**src/rtl/frame_pos_sched_if.sv**
```systemverilog
// Request-side bundle for frame_pos_sched: per-requester valid/ready
// handshake plus the x/y position carried by each requester.
interface frame_pos_sched_if;
    logic [1:0]  req_valid;
    logic [1:0]  req_ready;
    logic [11:0] req_xpos0;
    logic [11:0] req_ypos0;
    logic [11:0] req_xpos1;
    logic [11:0] req_ypos1;

    // Position source side (mouse / UART logic)
    modport master (
        output req_valid, req_xpos0, req_ypos0, req_xpos1, req_ypos1,
        input  req_ready
    );

    // Scheduler side
    modport slave (
        input  req_valid, req_xpos0, req_ypos0, req_xpos1, req_ypos1,
        output req_ready
    );
endinterface

```
**src/rtl/frame_pos_sched.sv**
```systemverilog
// Frame-synchronised position scheduler. Position updates from two
// requesters (0 = local mouse, 1 = remote player) are held in shadow slots
// and committed to the draw-side outputs once per frame, starting at the
// rising edge of vblnk: requester 0 one cycle, requester 1 the next.
// Optional feature macro: LAST_WINS_EN -- ready is always high outside
// reset and a newer update overwrites a pending one.
module frame_pos_sched #(
    parameter logic [11:0] X_MAX = 12'd799,
    parameter logic [11:0] Y_MAX = 12'd599
) (
    input  logic                    clk40MHz,
    input  logic                    rst,
    input  logic                    vblnk,
    frame_pos_sched_if.slave        req,
    output logic [11:0]             xpos0_out,
    output logic [11:0]             ypos0_out,
    output logic [11:0]             xpos1_out,
    output logic [11:0]             ypos1_out,
    output logic [1:0]              commit_pulse,
    output logic [15:0]             frame_cnt
);

    typedef enum logic [1:0] {IDLE, COMMIT0, COMMIT1} state_t;

    state_t                 r_state;
    state_t                 w_state_nxt;
    logic                   r_vblnk_d;
    logic                   w_edge;
    logic [1:0]             w_commit;
    logic                   w_frame_done;
    logic [1:0]             w_accept;
    logic [1:0]             r_pending;
    logic [1:0][11:0]       r_shadow_x;
    logic [1:0][11:0]       r_shadow_y;
    logic [1:0][11:0]       r_out_x;
    logic [1:0][11:0]       r_out_y;
    logic [1:0][11:0]       w_req_x;
    logic [1:0][11:0]       w_req_y;
    logic [1:0]             r_pulse;
    logic [15:0]            r_frame_cnt;

    function automatic logic [11:0] clamp(input logic [11:0] v, input logic [11:0] lim);
        return (v > lim) ? lim : v;
    endfunction

    assign w_req_x  = {req.req_xpos1, req.req_xpos0};
    assign w_req_y  = {req.req_ypos1, req.req_ypos0};
    assign w_edge   = vblnk && !r_vblnk_d;

`ifdef LAST_WINS_EN
    assign req.req_ready = rst ? 2'b00 : 2'b11;
`else
    assign req.req_ready = rst ? 2'b00 : ~r_pending;
`endif

    assign w_accept = req.req_valid & req.req_ready;

    // State register and vblnk delay for edge detection
    always_ff @(posedge clk40MHz) begin
        if (rst) begin
            r_state   <= IDLE;
            r_vblnk_d <= 1'b0;
        end else begin
            r_state   <= w_state_nxt;
            r_vblnk_d <= vblnk;
        end
    end

    // Next-state and per-requester commit decode; edges are ignored outside IDLE
    always_comb begin
        w_state_nxt  = r_state;
        w_commit     = '0;
        w_frame_done = 1'b0;
        case (r_state)
            IDLE: begin
                if (w_edge) w_state_nxt = COMMIT0;
            end
            COMMIT0: begin
                w_commit[0] = r_pending[0];
                w_state_nxt = COMMIT1;
            end
            COMMIT1: begin
                w_commit[1]  = r_pending[1];
                w_frame_done = 1'b1;
                w_state_nxt  = IDLE;
            end
            default: w_state_nxt = IDLE;
        endcase
    end

    // Shadow capture, commit of clamped shadow to outputs, pending and frame count.
    // A commit reads the shadow before any same-cycle accept overwrites it, and
    // a same-cycle accept keeps pending set so the new value goes out next frame.
    always_ff @(posedge clk40MHz) begin
        if (rst) begin
            r_pending   <= '0;
            r_shadow_x  <= '0;
            r_shadow_y  <= '0;
            r_out_x     <= '0;
            r_out_y     <= '0;
            r_pulse     <= '0;
            r_frame_cnt <= '0;
        end else begin
            r_pulse <= w_commit;
            for (int unsigned i = 0; i < 2; i++) begin
                if (w_commit[i]) begin
                    r_out_x[i] <= clamp(r_shadow_x[i], X_MAX);
                    r_out_y[i] <= clamp(r_shadow_y[i], Y_MAX);
                end
                if (w_accept[i]) begin
                    r_shadow_x[i] <= w_req_x[i];
                    r_shadow_y[i] <= w_req_y[i];
                end
                r_pending[i] <= w_accept[i] | (r_pending[i] & ~w_commit[i]);
            end
            if (w_frame_done) r_frame_cnt <= r_frame_cnt + 16'd1;
        end
    end

    assign xpos0_out    = r_out_x[0];
    assign ypos0_out    = r_out_y[0];
    assign xpos1_out    = r_out_x[1];
    assign ypos1_out    = r_out_y[1];
    assign commit_pulse = r_pulse;
    assign frame_cnt    = r_frame_cnt;

endmodule

```
**src/flat_wrapper.sv**
```systemverilog
// flat-port wrapper written by rule: the top's interface ports become plain ports
module frame_pos_sched_flat 
#(
    parameter logic [11:0] X_MAX = 12'd799,
    parameter logic [11:0] Y_MAX = 12'd599
)
  (clk40MHz, rst, vblnk, xpos0_out, ypos0_out, xpos1_out, ypos1_out, commit_pulse, frame_cnt, req_req_valid, req_req_xpos0, req_req_ypos0, req_req_xpos1, req_req_ypos1, req_req_ready);
  frame_pos_sched_if req_i ();
  input  logic clk40MHz;
  input  logic rst;
  input  logic vblnk;
  output logic [11:0] xpos0_out;
  output logic [11:0] ypos0_out;
  output logic [11:0] xpos1_out;
  output logic [11:0] ypos1_out;
  output logic [1:0] commit_pulse;
  output logic [15:0] frame_cnt;
  input wire logic [$bits(req_i.req_valid)-1:0] req_req_valid;
  input wire logic [$bits(req_i.req_xpos0)-1:0] req_req_xpos0;
  input wire logic [$bits(req_i.req_ypos0)-1:0] req_req_ypos0;
  input wire logic [$bits(req_i.req_xpos1)-1:0] req_req_xpos1;
  input wire logic [$bits(req_i.req_ypos1)-1:0] req_req_ypos1;
  output wire logic [$bits(req_i.req_ready)-1:0] req_req_ready;
  assign req_i.req_valid = req_req_valid;
  assign req_i.req_xpos0 = req_req_xpos0;
  assign req_i.req_ypos0 = req_req_ypos0;
  assign req_i.req_xpos1 = req_req_xpos1;
  assign req_i.req_ypos1 = req_req_ypos1;
  assign req_req_ready = req_i.req_ready;
  frame_pos_sched #(.X_MAX(X_MAX), .Y_MAX(Y_MAX)) u_core (.clk40MHz(clk40MHz), .rst(rst), .vblnk(vblnk), .req(req_i), .xpos0_out(xpos0_out), .ypos0_out(ypos0_out), .xpos1_out(xpos1_out), .ypos1_out(ypos1_out), .commit_pulse(commit_pulse), .frame_cnt(frame_cnt));
endmodule
```
**config.mk**
```make
export PLATFORM = sky130hd
export DESIGN_NAME = frame_pos_sched_flat
export DESIGN_NICKNAME = d
export VERILOG_FILES = /design/src/rtl/frame_pos_sched_if.sv /design/src/rtl/frame_pos_sched.sv /design/src/flat_wrapper.sv
export SDC_FILE = /design/constraint.sdc
export NUM_CORES = 1
export LEC_CHECK = 0
export BUFFER_PORTS_ARGS = -buffer_cell sky130_fd_sc_hd__buf_2
export CAP_MARGIN = 20
export CORE_MARGIN = 3
export CORE_UTILIZATION = 50
export CTS_BUF_LIST = sky130_fd_sc_hd__clkbuf_8
export DETAILED_ROUTE_END_ITERATION = 6
export PLACE_DENSITY = 0.77
export REMOVE_ABC_BUFFERS = 1
export SETUP_SLACK_MARGIN = 0.02
export SKIP_CTS_REPAIR_TIMING = 1
export SLEW_MARGIN = 20
export SYNTH_ARGS = -nofsm -noshare
export SYNTH_HDL_FRONTEND = slang
export SYNTH_SLANG_ARGS = --single-unit
```
**constraint.sdc**
```tcl
create_clock -name clk40MHz -period 1.7 [get_ports clk40MHz]
set_input_delay 0.425 -clock clk40MHz [delete_from_list [all_inputs] [get_ports clk40MHz]]
set_output_delay 0.425 -clock clk40MHz [all_outputs]
set_load 0.01 [all_outputs]
```
After elaboration in Yosys (flattened, before gate mapping). Cells that the tools add are included. W data, S select, Z words.

Bits in registers: 119. Latch bits: 0. Memories: 0. Bits of input ports: 53. Memory bits (writable): 0. Bits in read-only memories: 0.

Add/sub/neg operators: 1. $mul: 0. Reductions and logical operators: 3. Bitwise operators: 8. Equality and inequality tests: 3. Muxes and demuxes: 10. Divide/modulo/power cells: 0. Shift operators: 0. $lt $le $gt $ge: 4.

Operators by type and width (number): $gt A12 B10 Y1 const B (4); $mux W12 (4); $add A16 B1 Y16 const B (1); $mux W2 (2); $pmux W2 S2 (1); $mux W1 (3); $and A1 B1 Y1 (2); $and A2 B2 Y2 (1); $eq A2 B1 Y1 const B (1); $eq A2 B2 Y1 const B (1); $logic_not A2 Y1 (1); $ne A2 B1 Y1 const B (1); $not A1 Y1 (2); $not A2 Y2 (1); $or A1 B1 Y1 (2); $logic_and A1 B1 Y1 (1); $logic_not A1 Y1 (1).

Depth between registers and ports, before layout. Gate-level depths: netlist (run 1).

Depth in word-level cells: 5. Gate-level depth with buffers: 6. Gate-level depth less buffers: 5.

Least setup slack after synthesis (run 1). Ideal clock, no wire load.

Path kind: register to register. Start: reg u_core.r_frame_cnt[0] (netlist: u_core.frame_cnt[0]). End: reg u_core.r_frame_cnt[14] (netlist: u_core.frame_cnt[14]). Buffers on the path: 1. Data arrival time: 1452 ps. Cell stages (with the launch flop): 6. Setup slack: 127 ps. Library setup time: 121 ps. Path through: dfxtp_1 > ha_1 > and4b_1 > clkbuf_1 > and4_1 > mux2_2.

Word-level cells in the longest chain between the ends: 1.

Ends and longest elaborated chain: from (decl) (line frame_pos_sched.sv:40) `logic [15:0] r_frame_cnt;`; from (signal assigned) (line frame_pos_sched.sv:116) `if (w_frame_done) r_frame_cnt <= r_frame_cnt + 16'd1;`; $add A16 B1 Y16 (line frame_pos_sched.sv:116).

Every way passes these cells. A chain may end at the register's enable or synchronous reset.

Worst setup path in the final report (run 1).
Start: reg u_core.r_state[0]. End: reg u_core.r_frame_cnt[15] (netlist: u_core.frame_cnt[15]).

Word-level cells in the longest chain between the ends: 2.

Ends and longest elaborated chain: from (decl) (line frame_pos_sched.sv:25) `state_t r_state;`; from (signal assigned) (line frame_pos_sched.sv:64) `r_state <= w_state_nxt;`; $eq A2 B2 Y1 (line frame_pos_sched.sv:74) `case (r_state)`; $mux W1 (line frame_pos_sched.sv:74).

Every way passes these cells.

==> results of run 1 <==
-- layer usage --
layer | routed length [um] | vias to the layer above
li1 | - | 1886
met1 | 4360 | 1720
met2 | 4930 | 94
met3 | 512 | 12
met4 | 132 | 0
met5 | 0 | -
-- final cells by class --
type,count,area (um2),area share
sequential,119,2380,0.436
multi-input combinational,317,1790,0.327
timing repair buffer,137,766,0.140
clock buffer,17,234,0.0427
clock inverter,15,145,0.0265
tap,105,131,0.0240
inverter,7,26.3,0.00480
-- state kept, by name (all words and copies together) (netlist names), 2 cells and up --
signal,flops
u_core.xpos1_out,12
u_core.ypos0_out,12
u_core.ypos1_out,12
u_core.r_shadow_x,24
u_core.r_pending,2
u_core.commit_pulse,2
u_core.frame_cnt,16
u_core.xpos0_out,12
u_core.r_shadow_y,24
u_core.r_state,2
-- critical path, cell delays in order (launching register included) --
cell	delay, ns
dfxtp_1	0.38
nand3b_4	0.22
nor4_4	0.38
nand3_1	0.13
mux2_1	0.33
-- logic make-up (layout without fill, tap and decap cells) --
| group | after synthesis | in the layout | synth area share |
|---|---|---|---|
| fa+ha+maj | 1 | 1 | 0.00288 |
| mux | 5 | 5 | 0.0127 |
| flops | 119 | 119 | 0.549 |
| compound gates | 104 | 104 | 0.160 |
| buf+inv | 37 | 176 | 0.0389 |
| xor+xnor | 10 | 10 | 0.0202 |
| simple gates | 197 | 197 | 0.217 |
-- stage by stage --
step | TNS (ns) | hold slack, ns | util
after floorplan | -3.71 | 0.374 | -
after global placement | 0 | 0.379 | 0.611
after detailed placement | 0 | 0.381 | 0.611
after CTS | 0 | 0.177 | 0.656
after global routing | 0 | 0.183 | 0.656
final | 0 | 0.202 | 0.656
-- where the power goes --
part           switching, mW  internal (mW)
clock network           1.21           1.19
registers             0.0800           2.89
logic                  0.197          0.156
-- synthesized netlist by cell type (6+ instances only) --
cell type | count | area share
a21oi_1 | 8 | 0.0092
a22oi_1 | 10 | 0.017
and3_1 | 10 | 0.014
buf_2 | 10 | 0.012
clkbuf_1 | 16 | 0.014
dfxtp_1 | 119 | 0.55
inv_1 | 6 | 0.0052
nand2_1 | 103 | 0.089
nand3_1 | 6 | 0.0069
nor2_1 | 40 | 0.035
nor2b_1 | 6 | 0.0087
nor4_1 | 6 | 0.0087
o21ai_0 | 56 | 0.065
o221a_2 | 12 | 0.031
o31ai_1 | 6 | 0.010
xor2_1 | 6 | 0.012
-- layout by cell type (no fill, tap or decap), types with 2 or more instances in the layout --
cell type and count:
dfxtp_1 117, clkbuf_8 17, and3_2 2, buf_2 120, xor2_1 6, nand2_1 103, inv_1 6, nor2b_1 6
nor4_1 6, clkinvlp_4 5, a22oi_1 10, mux2_2 2, o31ai_1 6, a31oi_1 3, xnor2_1 4, o311ai_0 3
a32o_1 2, buf_4 14, nor2_1 40, o221a_2 12, mux2_1 2, nor4_4 2, nor3_1 4, a21oi_1 8
and2_1 3, clkinv_4 2, and3_1 10, buf_12 3, o21ai_0 56, inv_6 5, nand4_1 3, dfxtp_2 2
nand3_1 6, o21a_1 2, and3b_1 2
-- worst max-delay path by stage --
stage	to	slack, ns	depth (start not counted)
detailed placement	u_core.frame_cnt[15]$_SDFFE_PP0N_	0.08	4
global route	u_core.ypos0_out[8]$_SDFFE_PP0P_	0.02	4
floorplan	u_core.r_shadow_x[0]$_SDFFE_PP0P_	-0.10	3
global placement	u_core.frame_cnt[15]$_SDFFE_PP0N_	0.13	4
CTS	u_core.frame_cnt[15]$_SDFFE_PP0N_	0.07	4
finish	u_core.frame_cnt[15]$_SDFFE_PP0N_	0.15	4
==> qor.txt, run 1 <==
status -> finished, final reports clean
Port Buffers -> 120
CTS root buf -> clkbuf_8
Worst setup startpoint -> u_core.r_state[0]$_SDFFE_PP0P_
P per Cell Area -> 1050 nW/um2
M1 GR Usage -> 0.259
hold endpoint -> u_core.r_shadow_x[0]$_SDFFE_PP0P_
Synth Instances -> 473
Worst R2R Path Depth -> 4
r2r endpoint -> u_core.frame_cnt[15]$_SDFFE_PP0N_
worst skew pair latency -> 0.41 ns
Leakage -> 2.46 nW
Final setup viols -> 0
Max FO, Critical Path -> 9
Area after DPL -> 5090 um2
Die W -> 99.2 um
asr flop ratio synth -> 0
TritonCTS Sinks -> 119
Setup crit end kind -> flip-flop
Hold Path Class -> primary input to flip-flop
Final GP Congestion -> 0.793
EDFF count, synth -> 0
register bit total from synthesis -> 119
Placed Instances -> 685
Reg2Reg Setup Slack -> 0.15 ns
Overflow after GRT -> 0
met3 Use GR -> 0.0659
Antenna Nets Post-Route -> 0
vias in the first global route -> 3659
r2r startpoint -> u_core.r_state[0]$_SDFFE_PP0P_
Synth warnings -> 0
max-slew violations -> 0
worst setup margin -> 0.147 ns
CTS max path bufs -> 2
WL/cell -> 13.9 um
initial DRC count -> 136
Layout Cells excl Fill -> 717
post-route cell area -> 5480 um2
Max Freq -> 644 MHz
FP Rows -> 33
Final HPWL DP -> 7120 um
busiest grt layer -> met2
share of cells above drive strength 1 -> 0.320
residual DRC count -> 0
peak supply drop -> 0.523 mV
Ports -> 121
crit path time final -> 1.55 ns
Area Growth Syn to Fin -> 26.2%
Initial Utilization -> 0.520
core area -> 8340 um2
Setup crit start kind -> flip-flop
Max-Cap Viols -> 0
Crit Path Class -> flip-flop to flip-flop
Worst Max-Slew Pin Slew -> 0.672 ns
CTS clk-pin slew, worst paths -> 0.07 ns
Slew HR -> 0.547
Post-Syn Area -> 4340 um2
worst hold stages -> 3
largest net degree at the start of global routing -> 38
H-tree depth -> 4
Mean Syn Cell Area -> 9.17 um2
router iterations before antenna repair -> 4
Final #Nets -> 653
Worst Skew -> 0.00968 ns
Ant. Diodes -> 0
min-delay src -> req_req_xpos0[0]
WP data required -> 2.00 ns
Most used DFF post-synth -> dfxtp_1
final hold violation count -> 0
Post-Route WL -> 9940 um
CTS Buf Count -> 17
Die H -> 99.2 um
dpl ws -> 0.0840 ns
Total GRT Usage -> 0.210
CP arrival -> 1.85 ns
sequential area share after synthesis -> 0.549
GR Layer Usage met2 -> 0.349
fill count -> 704
fin crit share -> 0.913
first-pass GRT wire length -> 16700 um
Netlist cell types -> 47
Total Die Area -> 9830 um2
initial antenna violation count -> 0
Final Power -> 5.73 mW
TritonCTS clock tree -> done
RSZ-0062 raised after global routing -> no
vias per cell -> 5.18
Vias -> 3712
No activity file was read; power rests on OpenSTA's default activity.
==> inputs of run 2 (changes only) <==
==> constraint.sdc (replaced) <==
create_clock -name clk40MHz -period 1.95 [get_ports clk40MHz]
set_input_delay 0.4875 -clock clk40MHz [delete_from_list [all_inputs] [get_ports clk40MHz]]
set_output_delay 0.4875 -clock clk40MHz [all_outputs]
set_load 0.01 [all_outputs]
==> run 2 against run 1 <==
First-iteration DRC count decreased by 6.6%; critical path type unchanged; global-route usage decreased by 0.15 points; worst hold slack improved by 0.060 ns.
==> qor.txt, run 2 (synthesized netlist as in run 1, its figures left out) <==
residual DRC count -> 0 (unchanged)
Crit path max-delay family -> simple AND/OR/NAND/NOR gates
Overflow after GRT -> 0 (unchanged)
Die H -> 99.2 um (unchanged)
FP Rows -> 33 (unchanged)
Reg2Reg Setup Slack -> 0.36 ns (+0.21 ns)
Setup TNS Final -> 0 ns (unchanged)
CP max stage delay -> 0.39 ns (about the same)
commonest non-fill, non-tap cell in the layout -> buf_2
largest net degree at the start of global routing -> 49 (+29%)
fill count -> 730 (+3.7%)
worst setup margin -> 0.356 ns (+0.208 ns)
TritonCTS Sinks -> 119 (unchanged)
status -> finished, final reports clean
Leakage -> 2.43 nW (-1.1%)
Final #Nets -> 647 (-0.92%)
Max-Cap Viols -> 0 (unchanged)
Initial Utilization -> 0.520 (unchanged)
Final HPWL DP -> 6990 um (-1.9%)
CTS max path bufs -> 2 (unchanged)
Worst R2R Path Depth -> 4 (unchanged)
Final Power -> 5.08 mW (-11%)
Hold Path Class -> primary input to flip-flop
Slew HR -> 0.557 (+0.0103)
peak supply drop -> 0.747 mV (+43%)
Max stage delay cell, worst path -> dfxtp_1
CTS clk-pin slew, worst paths -> 0.08 ns (about the same)
RSZ-0062 raised after global routing -> no
Ant. Diodes -> 0 (unchanged)
Worst Path Buf+Inv -> 0 (unchanged)
share of cells above drive strength 1 -> 0.310 (-0.0100)
Worst Skew -> 0.0113 ns (+0.00164 ns)
Area Growth Syn to Fin -> 25.3%
dpl ws -> 0.337 ns (+0.253 ns)
commonest non-fill, non-tap cells in the layout -> buf_2, dfxtp_1, nand2_1
Die W -> 99.2 um (unchanged)
worst hold stages -> 3 (unchanged)
r2r endpoint -> u_core.frame_cnt[14]$_SDFFE_PP0N_
CTS root buf -> clkbuf_8
min-delay src -> req_req_ypos1[1]
Vias -> 3714 (+0.054%)
WP data required -> 2.25 ns (+0.25 ns)
fin crit share -> 0.818 (-0.0958)
Total Die Area -> 9830 um2 (unchanged)
P per Cell Area -> 935 nW/um2 (-11%)
CP arrival -> 1.89 ns (+0.04 ns)
Final GP Congestion -> 0.785 (-1.0%)
Max Freq -> 627 MHz (-2.6%)
initial antenna violation count -> 0 (unchanged)
CTS Buf Count -> 17 (unchanged)
Ports -> 121 (unchanged)
crit path time final -> 1.59 ns (+0.0416 ns)
vias in the first global route -> 3517 (-3.9%)
Port Buffers -> 120 (unchanged)
WL/cell -> 14.1 um (+1.6%)
Worst setup startpoint -> u_core.frame_cnt[0]$_SDFFE_PP0N_
router iterations before antenna repair -> 4 (unchanged)
vias per cell -> 5.22 (+0.90%)
Crit Path Class -> flip-flop to flip-flop
Antenna Nets Post-Route -> 0 (unchanged)
Setup crit end kind -> flip-flop
Worst Max-Slew Pin Slew -> 0.656 ns (-0.0153 ns)
r2r startpoint -> u_core.frame_cnt[0]$_SDFFE_PP0N_
core area -> 8340 um2 (unchanged)
worst path cell trace -> ha_1 > and4b_1 > and4_1 > mux2_2
Max FO, Critical Path -> 6 (-3)
first-pass GRT wire length -> 16500 um (-1.2%)
worst skew pair latency -> 0.42 ns (about the same)
Setup crit start kind -> flip-flop
initial DRC count -> 127 (-6.6%)
TritonCTS clock tree -> done
hold endpoint -> u_core.r_shadow_y[13]$_SDFFE_PP0P_
max-slew violations -> 0 (unchanged)
H-tree depth -> 4 (unchanged)
Post-Route WL -> 10000 um (+0.77%)
Final setup viols -> 0 (unchanged)
final hold violation count -> 0 (unchanged)
Total GRT Usage -> 0.209 (-0.00147)
run 2: cell count changes in the layout (fill, tap and decap cells not counted):
| cell | delta |
|---|---|
| inv_8 | -1 |
| buf_4 | -5 |
| clkinv_4 | +1 |
| dfxtp_2 | -2 |
| clkinv_2 | +1 |
| bufinv_16 | +1 |
| clkbuf_8 | +1 |
| inv_6 | -3 |
| buf_12 | -1 |
| dfxtp_1 | +2 |
run 2: report_power, final:
group          internal [mW]  leakage, nW  switching (mW)
clock                   1.18        0.188            1.01
combinational          0.130         1.27           0.169
sequential              2.52        0.969          0.0703
run 2: layout make-up:
class / instances / area, um2 / area share
well taps: 105 / 131 / 0.0242
multi-input cells: 317 / 1790 / 0.329
clock inverters: 14 / 151 / 0.0279
repair buffers: 131 / 708 / 0.130
inverters: 7 / 26.3 / 0.00483
clock buffers: 18 / 248 / 0.0456
flip-flops and latches: 119 / 2380 / 0.438
run 2: per-layer routing:
metal / wire length [um] / GRT usage
met5: 0 / 0
met4: 124 / 0.0567
met3: 587 / 0.0792
met2: 4860 / 0.331
met1: 4450 / 0.268
run 2: worst max path at each step:
stage | endpoint | slack [ns] | cells past startpoint
final | u_core.frame_cnt[14]$_SDFFE_PP0N_ | 0.36 | 4
after global routing | u_core.ypos0_out[3]$_SDFFE_PP0P_ | 0.19 | 4
after CTS | u_core.frame_cnt[15]$_SDFFE_PP0N_ | 0.33 | 4
after detailed placement | u_core.frame_cnt[15]$_SDFFE_PP0N_ | 0.34 | 4
after global placement | u_core.frame_cnt[15]$_SDFFE_PP0N_ | 0.35 | 4
after floorplan | u_core.r_shadow_x[0]$_SDFFE_PP0P_ | 0.09 | 3
run 2: worst register-to-register path: cells and delay by family (launching register included):
kind	cells	cell delay, ns
DFF	1	0.39
muxes	1	0.32
adders and majority gates	1	0.20
and+or+nand+nor	2	0.57
run 2: stage by stage:
step | instance area (um2) | cells | hold slack, ns | utilization
final | 5440 | 711 | 0.263 | 0.652
after global placement | 5040 | 679 | 0.376 | 0.604
after global routing | 5440 | 711 | 0.249 | 0.652
after detailed placement | 5040 | 679 | 0.383 | 0.604
after floorplan | 4200 | 443 | 0.374 | -
after CTS | 5440 | 711 | 0.244 | 0.652
